==> config.mk <==
export PLATFORM = sky130hd
export DESIGN_NAME = adaptor_2port_pipe
export DESIGN_NICKNAME = d
export VERILOG_FILES = /design/src/rtl/adaptor_pkg.sv /design/src/rtl/adaptor_coef_bank.sv /design/src/rtl/adaptor_2port_pipe.sv
export SDC_FILE = /design/constraint.sdc
export NUM_CORES = 1
export LEC_CHECK = 0
export CORE_MARGIN = 1.5
export CORE_UTILIZATION = 35
export CTS_BUF_LIST = sky130_fd_sc_hd__clkbuf_8
export DETAILED_ROUTE_END_ITERATION = 6
export SLEW_MARGIN = 20
export SYNTH_ARGS = -nofsm -noshare
export SYNTH_HDL_FRONTEND = slang
export SYNTH_SLANG_ARGS = --single-unit
==> constraint.sdc <==
create_clock -name clk -period 12.3 [get_ports clk]
set_input_delay 2.46 -clock clk [delete_from_list [all_inputs] [get_ports clk]]
set_output_delay 2.46 -clock clk [all_outputs]
set_load 0.05 [all_outputs]
==> src/rtl/adaptor_pkg.sv <==
// Shared defaults and arithmetic helpers for the two-port wave adaptor.
// Helpers work on a 64-bit signed carrier; callers size-cast the result.
package adaptor_pkg;

  localparam int D_WID_DEF = 12;
  localparam int C_WID_DEF = 11;
  localparam int N_CH_DEF  = 4;

  // Divide by 2^sh, rounding exact halves toward +infinity.
  function automatic logic signed [63:0] round_half_up(input logic signed [63:0] v,
                                                       input int sh);
    logic signed [63:0] half;
    half = 64'sd1 <<< (sh - 1);
    return (v + half) >>> sh;
  endfunction

  // Clip v into the signed range of a w-bit two's-complement word.
  function automatic logic signed [63:0] saturate(input logic signed [63:0] v,
                                                  input int w);
    logic signed [63:0] hi;
    logic signed [63:0] lo;
    hi = (64'sd1 <<< (w - 1)) - 64'sd1;
    lo = -(64'sd1 <<< (w - 1));
    if (v > hi) return hi;
    if (v < lo) return lo;
    return v;
  endfunction

endpackage

==> src/rtl/adaptor_coef_bank.sv <==
// Per-channel alpha coefficient registers with one write port and a
// combinational read by channel index. Channels outside 0..N_CH-1 are
// never written and read back as zero.
module adaptor_coef_bank import adaptor_pkg::*; #(
  parameter int C_WID = C_WID_DEF,
  parameter int N_CH  = N_CH_DEF,
  localparam int CH_W = (N_CH > 1) ? $clog2(N_CH) : 1
) (
  input  logic                    clk,
  input  logic                    rst_n,
  input  logic                    wr_en,
  input  logic [CH_W-1:0]         wr_addr,
  input  logic signed [C_WID-1:0] wr_alpha,
  input  logic [CH_W-1:0]         rd_ch,
  output logic signed [C_WID-1:0] rd_alpha
);

  logic signed [C_WID-1:0] alpha_q [N_CH];
  logic [N_CH-1:0]         wr_hit;

  for (genvar gi = 0; gi < N_CH; gi++) begin : g_hit
    assign wr_hit[gi] = wr_en && (int'(wr_addr) == gi);
  end

  // Alpha registers: cleared by reset, loaded when addressed by a write
  always_ff @(posedge clk or negedge rst_n) begin
    if (!rst_n) begin
      for (int i = 0; i < N_CH; i++) alpha_q[i] <= '0;
    end else begin
      for (int i = 0; i < N_CH; i++) begin
        if (wr_hit[i]) alpha_q[i] <= wr_alpha;
      end
    end
  end

  // Read the current (pre-write) alpha of the requested channel
  always_comb begin
    rd_alpha = '0;
    if (int'(rd_ch) < N_CH) rd_alpha = alpha_q[rd_ch];
  end

endmodule

==> src/rtl/adaptor_2port_pipe.sv <==
// Three-stage pipelined two-port wave adaptor with per-channel alpha:
//   d = a2 - a1, r = round(alpha*d), b1 = a2 + r, b2 = a1 + r.
// Optional feature macro ADAPTOR_SAT_EN: saturate b1/b2 and expose a
// sticky sat_flag output; without it the outputs wrap.
module adaptor_2port_pipe import adaptor_pkg::*; #(
  parameter int D_WID = D_WID_DEF,
  parameter int C_WID = C_WID_DEF,
  parameter int N_CH  = N_CH_DEF,
  localparam int CH_W = (N_CH > 1) ? $clog2(N_CH) : 1
) (
  input  logic                    clk,
  input  logic                    rst_n,
  input  logic                    in_valid,
  output logic                    in_ready,
  input  logic [CH_W-1:0]         in_ch,
  input  logic signed [D_WID-1:0] a1,
  input  logic signed [D_WID-1:0] a2,
  input  logic                    cfg_we,
  input  logic [CH_W-1:0]         cfg_addr,
  input  logic signed [C_WID-1:0] cfg_alpha,
  output logic                    out_valid,
  input  logic                    out_ready,
  output logic [CH_W-1:0]         out_ch,
  output logic signed [D_WID-1:0] b1,
  output logic signed [D_WID-1:0] b2
`ifdef ADAPTOR_SAT_EN
  ,
  output logic                    sat_flag
`endif
);

  localparam int E_WID = D_WID + 1;      // difference / widened inputs
  localparam int P_WID = C_WID + E_WID;  // full product

  logic                    advance;
  logic signed [C_WID-1:0] alpha_rd;

  logic                    s1_valid_q;
  logic [CH_W-1:0]         s1_ch_q;
  logic signed [E_WID-1:0] s1_diff_q, s1_a1_q, s1_a2_q;
  logic signed [C_WID-1:0] s1_alpha_q;

  logic                    s2_valid_q;
  logic [CH_W-1:0]         s2_ch_q;
  logic signed [P_WID-1:0] s2_prod_q;
  logic signed [E_WID-1:0] s2_a1_q, s2_a2_q;

  logic                    s3_valid_q;
  logic [CH_W-1:0]         s3_ch_q;
  logic signed [D_WID-1:0] s3_b1_q, s3_b2_q;

  logic signed [E_WID-1:0] diff_d;
  logic signed [P_WID-1:0] prod_d;
  logic signed [63:0]      r_full, sum1, sum2;
  logic signed [D_WID-1:0] b1_d, b2_d;

  // The whole pipe moves together; it only freezes when a result is
  // waiting in stage 3 and downstream refuses it.
  assign in_ready = !s3_valid_q || out_ready;
  assign advance  = in_ready;

  adaptor_coef_bank #(
    .C_WID (C_WID),
    .N_CH  (N_CH)
  ) u_coef (
    .clk      (clk),
    .rst_n    (rst_n),
    .wr_en    (cfg_we),
    .wr_addr  (cfg_addr),
    .wr_alpha (cfg_alpha),
    .rd_ch    (in_ch),
    .rd_alpha (alpha_rd)
  );

  // Arithmetic feeding each stage register bank
  always_comb begin
    diff_d = E_WID'(a2) - E_WID'(a1);
    prod_d = P_WID'(s1_alpha_q) * P_WID'(s1_diff_q);
    r_full = round_half_up(64'(s2_prod_q), C_WID - 1);
    sum1   = 64'(s2_a2_q) + r_full;
    sum2   = 64'(s2_a1_q) + r_full;
`ifdef ADAPTOR_SAT_EN
    b1_d   = D_WID'(saturate(sum1, D_WID));
    b2_d   = D_WID'(saturate(sum2, D_WID));
`else
    b1_d   = D_WID'(sum1);
    b2_d   = D_WID'(sum2);
`endif
  end

  // Stage 1: difference, channel alpha and widened inputs
  always_ff @(posedge clk or negedge rst_n) begin
    if (!rst_n) begin
      s1_valid_q <= 1'b0;
      s1_ch_q    <= '0;
      s1_diff_q  <= '0;
      s1_a1_q    <= '0;
      s1_a2_q    <= '0;
      s1_alpha_q <= '0;
    end else if (advance) begin
      s1_valid_q <= in_valid;
      s1_ch_q    <= in_ch;
      s1_diff_q  <= diff_d;
      s1_a1_q    <= E_WID'(a1);
      s1_a2_q    <= E_WID'(a2);
      s1_alpha_q <= alpha_rd;
    end
  end

  // Stage 2: full-precision product
  always_ff @(posedge clk or negedge rst_n) begin
    if (!rst_n) begin
      s2_valid_q <= 1'b0;
      s2_ch_q    <= '0;
      s2_prod_q  <= '0;
      s2_a1_q    <= '0;
      s2_a2_q    <= '0;
    end else if (advance) begin
      s2_valid_q <= s1_valid_q;
      s2_ch_q    <= s1_ch_q;
      s2_prod_q  <= prod_d;
      s2_a1_q    <= s1_a1_q;
      s2_a2_q    <= s1_a2_q;
    end
  end

  // Stage 3: rounded, range-limited reflected waves held for downstream
  always_ff @(posedge clk or negedge rst_n) begin
    if (!rst_n) begin
      s3_valid_q <= 1'b0;
      s3_ch_q    <= '0;
      s3_b1_q    <= '0;
      s3_b2_q    <= '0;
    end else if (advance) begin
      s3_valid_q <= s2_valid_q;
      s3_ch_q    <= s2_ch_q;
      s3_b1_q    <= b1_d;
      s3_b2_q    <= b2_d;
    end
  end

  assign out_valid = s3_valid_q;
  assign out_ch    = s3_ch_q;
  assign b1        = s3_b1_q;
  assign b2        = s3_b2_q;

`ifdef ADAPTOR_SAT_EN
  logic sat_hit;
  logic sat_q;

  assign sat_hit = s2_valid_q && ((sum1 != 64'(b1_d)) || (sum2 != 64'(b2_d)));

  // Sticky record of any real sample that clipped on its way into stage 3
  always_ff @(posedge clk or negedge rst_n) begin
    if (!rst_n)                  sat_q <= 1'b0;
    else if (advance && sat_hit) sat_q <= 1'b1;
  end

  assign sat_flag = sat_q;
`endif

endmodule

==> results_dict.tcl, run 1 <==
set metrics [dict create \
    syn_nets 1576 \
    finalSetupTns_ns 0 \
    fp.dieH_microns 193 \
    critPathCaptureType "primary output" \
    netlist-cell-type-count 48 \
    cts_max_level 4 \
    hold_start "s1_ch_q[0]" \
    synthToLayoutAreaGrowth_pct 12.6 \
    syn_area_per_cell_sq_um 9.57 \
    dp.final_hpwl_microns 20700 \
    start_util_pct 35.6 \
    r2r-start "s1_alpha_q[2]" \
    routed_wl_microns 28100 \
    finClkSkew_ns 0.0147 \
    min_path_type "flip-flop to flip-flop" \
    crit_path_frequent_cell "clkdlybuf4s50_1" \
    numPortBuffers 71 \
    final_common_cell "nand2_1" \
    cts_root_buf "clkbuf_8" \
    cts_buffer_depth 2 \
    antenna_cells 0 \
    grt_max_degree 137 \
    cts_hold_buf 0 \
    drtIter0Drc 475 \
    filler_cell_count 3503 \
    dr_total_vias 8919 \
    max_slew_margin_pct 37.9 \
    die-area_sq_um 37400 \
    ys_warn_count 0 \
    ff2ff_setup_slack_ns 6.28 \
    pin_count 72 \
    post-route-min-period_ns 7.54 \
    r2r.worst_path.cells 17 \
    period_share_pct 61.3 \
    syn-cell-area_sq_um 12700 \
    drc 0 \
    drv_cap 0 \
    setup_viol 0 \
    slew_viol_final 0 \
    dr.pass1.iters 4 \
    overflow 0 \
    numCtsBuffers 17 \
    wire_per_inst_microns 15.3 \
    dieWidth_microns 193 \
    crit_arrival_ns 5.08 \
    worst_ep_required_time_ns 9.84 \
    ant_nets 0 \
    post_cts_resized 0 \
    placed_cell_area_sq_um 13800 \
    synth_edf_count 0 \
    clock_sinks 162 \
    hold_viol_final 0 \
    grt_util_all_layers_pct 15.9 \
    async_flop_share_pct 100 \
    crit_chain "clkdlybuf4s50_1 > nor2b_4 > buf_12 > clkinv_2 > clkdlybuf4s50_1" \
    ys.flop_type "dfrtp_1" \
    path_clk_slew_ns 0.09 \
    finalNetCount 1613 \
    fmax_mhz 133 \
    clk_latency_ns 0.47 \
    core-area_sq_um 35700 \
    cp-endpoint "in_ready" \
    critical_path_class "primary input to primary output" \
    via_per_inst 4.86 \
    cts_tree "done" \
    synth-seq-cells 162 \
    post-cts-setup-buffers 0 \
    crit_path_top_delay_cell "clkdlybuf4s50_1" \
    layout-drive-gt1-share_pct 7.35 \
    antenna_found_initial 0 \
    rsz0062_at_grt "no" \
    cp_max_fo 136 \
    finalInstanceArea_sq_um 14300 \
    r2r_end "s2_prod_q[20]" \
    cp-start-kind "primary input" \
    gp_congestion 0.815 \
    rows 69 \
    final_cell_mix "nand2_1 (290), inv_1 (174), dfrtp_1 (162), fa_1 (126), ha_1 (81)" \
    grt_first_pass_wirelength_microns 47800 \
    ys_seq_area_share_pct 32.0 \
    outcome "completed" \
    grt_pass1_vias 9370 \
    synthCells 1325 \
    crit_start "out_ready" \
    cpPeakStageDelay_ns 0.88 \
    tightest_slew_ns 0.931 \
]
state kept, by name, summed over array words and instances (netlist names), 11 cells and up:
name,flops
u_coef.alpha_q,44
s1_diff_q,13
s2_prod_q,13
b1,12
b2,12
s1_a1_q,12
s1_a2_q,12
s2_a1_q,12
s2_a2_q,12
s1_alpha_q,11
per-stage QoR:
stage	cells	hold slack (ns)	setup slack [ns]	util [%]
finish	1836	0.466	4.76	40.1
global route	1836	0.486	4.58	40.1
CTS	1836	0.470	4.76	40.1
detailed placement	1804	0.451	4.77	38.7
global placement	1804	0.451	4.78	38.7
floorplan	1325	0.430	6.20	-
critical path: cells and delay by family:
family        cells  cell delay (ns)
buf+inv           4             2.37
simple gates      1             0.14
routing by layer:
layer | wire length, microns | global-route usage (%)
met3 | 780 | 2.16
met1 | 13600 | 22.3
met4 | 542 | 4.84
met2 | 13100 | 25.5
met5 | 0 | 0
Yosys cell counts (3+ instances only):
cell type | instances | share of area [%]
a31oi_1 | 5 | 0.25
a211oi_1 | 5 | 0.30
fa_1 | 126 | 20
xor2_1 | 22 | 1.5
and2_1 | 59 | 2.9
nor2_1 | 47 | 1.4
a21o_1 | 11 | 0.65
clkbuf_1 | 47 | 1.4
o21ai_0 | 45 | 1.8
mux2_2 | 44 | 3.9
mux4_2 | 11 | 2.0
inv_1 | 175 | 5.2
a21oi_1 | 42 | 1.7
o211ai_1 | 5 | 0.30
dfrtp_1 | 162 | 32
nand4_1 | 3 | 0.15
nand2b_1 | 7 | 0.35
nor4_1 | 3 | 0.15
o21bai_1 | 6 | 0.36
and3_1 | 8 | 0.39
xnor2_1 | 34 | 2.3
nor4b_1 | 3 | 0.21
buf_1 | 10 | 0.30
nand2_1 | 290 | 8.6
nor2b_1 | 4 | 0.20
nor3b_1 | 4 | 0.24
o31ai_1 | 3 | 0.18
nand3_1 | 11 | 0.43
nor3_1 | 14 | 0.55
o21a_1 | 9 | 0.53
ha_1 | 81 | 8.0
nand3b_1 | 5 | 0.30
final cells by class:
type | count | area, sq um | share of cell area [%]
clock buffer | 18 | 248 | 1.73
tap | 461 | 577 | 4.04
sequential | 162 | 4050 | 28.4
timing repair buffer | 75 | 754 | 5.28
multi-input combinational | 930 | 7760 | 54.3
clock inverter | 14 | 225 | 1.58
inverter | 176 | 662 | 4.63
how the worst min path moves through the flow:
stage / end / cells past startpoint
4_1_cts: s2_ch_q[0] / 2
3_5_place_dp: s2_valid_q / 2
3_3_place_gp: s2_valid_q / 2
5_1_grt: s1_a2_q[3] / 2
6_report: s2_ch_q[0] / 2
2_1_floorplan: s2_valid_q / 2
cells by family after synthesis:
group / synth area share [%]
AO/OA/AOI/OAI: 7.08
XOR/XNOR: 3.87
adder cells (fa/ha/maj): 27.9
buffers and inverters: 6.90
flip-flops: 32.0
multiplexers: 6.02
AND/OR/NAND/NOR: 16.3
Power of run 1 is left out: the tool's default activity adds up to more than one toggle a clock period on the data nets, which glitch-free logic cannot reach.
==> run 2, diff against run 1 <==
Clock period 12.3 ns to 7.44 ns, I/O delays scaled along.
==> run 2 against run 1 <==
  * Hold slack improved by 0.0043 ns
  * Register-to-register slack got worse by 4.7 ns
  * Worst setup slack got worse by 3.1 ns
  * Final cell count about the same
  * Clock-buffer cell count decreased by 1
  * Non-clock buffer count increased by 2
  * Clock skew increased by 0.0012 ns
  * First-iteration DRC count decreased by 14%
  * Sequential share of layout area increased by 0.11 points
  * Wire length increased by 2.7%
  * Largest cell class unchanged
==> results_dict.tcl, run 2 (synthesized netlist as in run 1, its figures left out) <==
set metrics [dict create \
    hold_viol_final 0 \
    wire_per_inst_microns 15.7 \
    top_register "u_coef.alpha_q" \
    fin_util_pct 39.9 \
    path_clk_slew_ns 0.10 \
    critPathCaptureType "flip-flop" \
    layout-drive-gt1-share_pct 7.34 \
    grt_util_all_layers_pct 16.4 \
    via_per_inst 4.88 \
    synthToLayoutAreaGrowth_pct 12.2 \
    numCtsBuffers 17 \
    dp.cells 1806 \
    die-area_sq_um 37400 \
    final_common_cell "nand2_1" \
    finalNetCount 1615 \
    finalSetupTns_ns 0 \
    period_share_pct 78.3 \
    start_util_pct 35.6 \
    finClkSkew_ns 0.0159 \
    dieWidth_microns 193 \
    dp.final_hpwl_microns 21800 \
    dr.pass1.iters 5 \
    numPortBuffers 71 \
    cts_root_buf "clkbuf_8" \
    drtIter0Drc 409 \
    dr_total_vias 8966 \
    r2r.worst_path.cells 17 \
    top_regs "u_coef.alpha_q x44, s1_diff_q x13, s2_prod_q x13" \
    grt_pass1_vias 9331 \
    crit_arrival_ns 6.18 \
    pin_count 72 \
    drv_cap 0 \
    cts_hold_buf 0 \
    critical_path_class "flip-flop to flip-flop" \
    grt_max_degree 86 \
    fmax_mhz 172 \
    cts_tree "done" \
    fin_cells 1837 \
    core-area_sq_um 35700 \
    post-cts-setup-buffers 0 \
    ant_nets 0 \
    overflow 0 \
    holdPathStages 2 \
    largest_register_ffs 44 \
    cts_max_level 4 \
    gp_congestion 0.854 \
    rows 69 \
    max_slew_margin_pct 41.7 \
    outcome "completed" \
    cts_buffer_depth 2 \
    fp.dieH_microns 193 \
    antenna_cells 0 \
    tightest_slew_ns 0.872 \
    drc 0 \
    antenna_found_initial 0 \
    post-route-min-period_ns 5.83 \
    clk_latency_ns 0.47 \
    cp_max_fo 14 \
    post_cts_resized 0 \
    cp-start-kind "flip-flop" \
    clock_sinks 162 \
    min_path_type "flip-flop to flip-flop" \
    routed_wl_microns 28800 \
    grt_first_pass_wirelength_microns 49000 \
    worst_ep_required_time_ns 7.80 \
    final_cell_mix "nand2_1 (290), inv_1 (175), dfrtp_1 (162), fa_1 (126), ha_1 (81)" \
    rsz0062_at_grt "no" \
    setup_viol 0 \
    slew_viol_final 0 \
]
run 2: metal layers:
metal | track usage [%] | up-vias | wire [microns]
li1 | - | 4285 | -
met4 | 4.96 | 0 | 603
met5 | 0 | - | 0
met3 | 2.72 | 23 | 826
met1 | 23.1 | 4508 | 14100
met2 | 25.9 | 150 | 13300
run 2: worst max-delay path, cell delays in order, from the launching register on:
cell	delay [ns]
dfrtp_1	0.66
nand2_1	0.23
fa_1	0.68
inv_1	0.13
fa_1	0.48
fa_1	0.52
fa_1	0.50
inv_1	0.05
fa_1	0.47
inv_1	0.04
ha_1	0.31
and3_1	0.22
a221o_1	0.31
a21oi_1	0.21
o41ai_2	0.16
a21o_1	0.23
a2111oi_0	0.41
nor3_1	0.09
run 2: worst paths after layout:
| path | start | endpoint | slack (ns) |
|---|---|---|---|
| worst max-delay path | s1_alpha_q[2] | s2_prod_q[20] | 1.61 |
| worst min-delay path | s1_a2_q[11] | s2_a2_q[11] | 0.47 |
| worst max register to register | s1_alpha_q[2] | s2_prod_q[20] | 1.61 |
| worst min register to register | s1_a2_q[11] | s2_a2_q[11] | 0.47 |
| max in group asynchronous | rst_n | s2_prod_q[11] | 4.62 |
| min in group asynchronous | rst_n | b2[3] | 0.98 |
run 2: cell type report:
cell class,count,area [sq um]
fillers,3504,21400
multi-input cells,930,7760
repair buffers,77,757
inverters,176,662
well taps,461,577
clock buffers,17,234
clock inverters,14,180
flip-flops and latches,162,4050
run 2: through the flow:
step	hold WS, ns	setup slack (ns)	instance area [sq um]
final	0.470	1.61	14200
after detailed placement	0.453	1.60	13800
after floorplan	0.430	2.02	12700
after CTS	0.472	1.58	14200
after global routing	0.491	1.30	14200
after global placement	0.443	1.72	13800
Power of run 2 is left out for the same reason.
==> run 3, diff against run 2 <==
Clock period 7.44 ns to 5.8 ns, I/O delays scaled along.
==> run 3 against run 2 <==
  * Register-to-register slack worse by 1.3 ns
  * Critical path depth up 1
  * Wire length up 3.0%
  * Utilization rose by 0.58 points
  * Worst setup slack worse by 1.3 ns
  * Die area unchanged
  * Final area up 1.5%
  * Sequential share of layout area down 0.35 points
  * Fmax grew 5.3%
  * Via count rose by 1.1%
  * Hold slack lost 0.0045 ns
==> results_dict.tcl, run 3 (synthesized netlist as in run 1, its figures left out) <==
set metrics [dict create \
    outcome "completed" \
    drtIter0Drc 479 \
    hold_ws_ns 0.466 \
    rows 69 \
    rsz0062_at_grt "no" \
    max_slew_margin_pct 41.6 \
    die-area_sq_um 37400 \
    finClkSkew_ns 0.0158 \
    pin_count 72 \
    numCtsBuffers 17 \
    fp.dieH_microns 193 \
    ff_latch_area_sq_um 4060 \
    largest_register_ffs 44 \
    fmax_mhz 181 \
    tightest_slew_ns 0.874 \
    min_path_type "flip-flop to flip-flop" \
    period_share_pct 95.4 \
    critical_path_class "flip-flop to flip-flop" \
    drc 0 \
    wire_per_inst_microns 15.9 \
    via_per_inst 4.86 \
    multi_input_area_sq_um 7770 \
    dieWidth_microns 193 \
    crit_arrival_ns 5.87 \
    antenna_cells 0 \
    core-area_sq_um 35700 \
    path_clk_slew_ns 0.09 \
    cp-start-kind "flip-flop" \
    gp_congestion 0.857 \
    drv_cap 0 \
    cts_root_buf "clkbuf_8" \
    cts_buffer_depth 2 \
    ant_nets 0 \
    numPortBuffers 71 \
    dr.pass1.iters 5 \
    clk_latency_ns 0.46 \
    final_cell_mix "nand2_1 (290), inv_1 (174), dfrtp_1 (155), fa_1 (126), ha_1 (81)" \
    grt_pass1_vias 9693 \
    dr_total_vias 9068 \
    post-route-min-period_ns 5.53 \
    setup_viol 0 \
    routed_wl_microns 29700 \
    hold_viol_final 0 \
    top_regs "u_coef.alpha_q x44, s1_diff_q x13, s2_prod_q x13" \
    clock_sinks 162 \
    synthToLayoutAreaGrowth_pct 13.8 \
    critPathCaptureType "flip-flop" \
    grt_first_pass_wirelength_microns 50000 \
    layout-drive-gt1-share_pct 9.76 \
    cts_hold_buf 0 \
    grt_max_degree 91 \
    overflow 0 \
    cts_tree "done" \
    antenna_found_initial 0 \
    worst_ep_required_time_ns 6.14 \
    filler_cell_count 3548 \
    cp_max_fo 12 \
    grt_util_all_layers_pct 16.8 \
    cts_max_level 4 \
    finalSetupTns_ns 0 \
    finalNetCount 1642 \
    final_common_cell "nand2_1" \
    start_util_pct 35.6 \
    dp.final_hpwl_microns 23000 \
    slew_viol_final 0 \
    top_register "u_coef.alpha_q" \
]
==> run 3: changes by cell type in the layout (fill, tap and decap cells not counted), moves of 2 or more <==
| cell | previous run | this run |
|---|---|---|
| clkbuf_8 | 17 | 20 |
| inv_8 | 2 | 0 |
| buf_4 | 6 | 33 |
| dfrtp_1 | 162 | 155 |
| dfrtp_2 | 0 | 7 |
==> run 3: critical path, stage by stage (launching register included) <==
cell,delay [ns]
dfrtp_2,0.50
and2_1,0.19
fa_1,0.54
inv_1,0.06
fa_1,0.52
inv_1,0.05
fa_1,0.45
fa_1,0.49
inv_1,0.05
fa_1,0.47
inv_1,0.04
ha_1,0.32
and2_1,0.20
a221o_1,0.36
nor4_4,0.30
o41ai_2,0.18
a21o_1,0.23
a2111oi_2,0.37
nor3_1,0.08
==> run 3: final cells by class <==
class                           instances  share of cell area (%)
Multi-Input combinational cell        930                    53.8
Sequential cell                       162                    28.1
Timing Repair Buffer                  104                    6.65
Inverter                              176                    4.59
Tap cell                              461                    4.00
Clock buffer                           20                    1.91
Clock inverter                         11                   0.884
==> run 3: path summary, 6_finish.rpt <==
check,cells after the start,start,slack (ns),endpoint
max,18,s1_diff_q[5],0.27,s2_prod_q[20]
min,1,s2_valid_q,0.47,out_valid
max reg2reg,18,s1_diff_q[5],0.27,s2_prod_q[20]
min reg2reg,1,s2_valid_q,0.47,out_valid
max in group asynchronous,2,rst_n,3.82,s1_diff_q[5]
min in group asynchronous,1,rst_n,0.71,b2[3]
==> run 3: what timing repair did <==
item / in CTS / in global routing
setup buffers: 0 / 1
gates resized for setup: 0 / 9
setup endpoints to repair: 0 / 3
==> run 3: through the flow <==
| step | util [%] | std cells | instance area [sq um] | setup WS [ns] |
|---|---|---|---|---|
| after floorplan | - | 1325 | 12700 | 0.382 |
| after global placement | 39.3 | 1832 | 14000 | 0.209 |
| after detailed placement | 39.3 | 1832 | 14000 | 0.106 |
| after CTS | 40.4 | 1863 | 14400 | 0.0952 |
| after global routing | 40.5 | 1864 | 14400 | 0.0221 |
| final | 40.5 | 1864 | 14400 | 0.267 |
==> run 3: routing by layer <==
metal	vias to the layer above	GRT usage, %	part of all wire (%)
met2	152	27.7	47
met4	0	4.29	1.5
met5	-	0	0
met3	28	2.65	3.4
li1	4337	-	-
met1	4551	23.1	48
Power of run 3 is left out for the same reason.
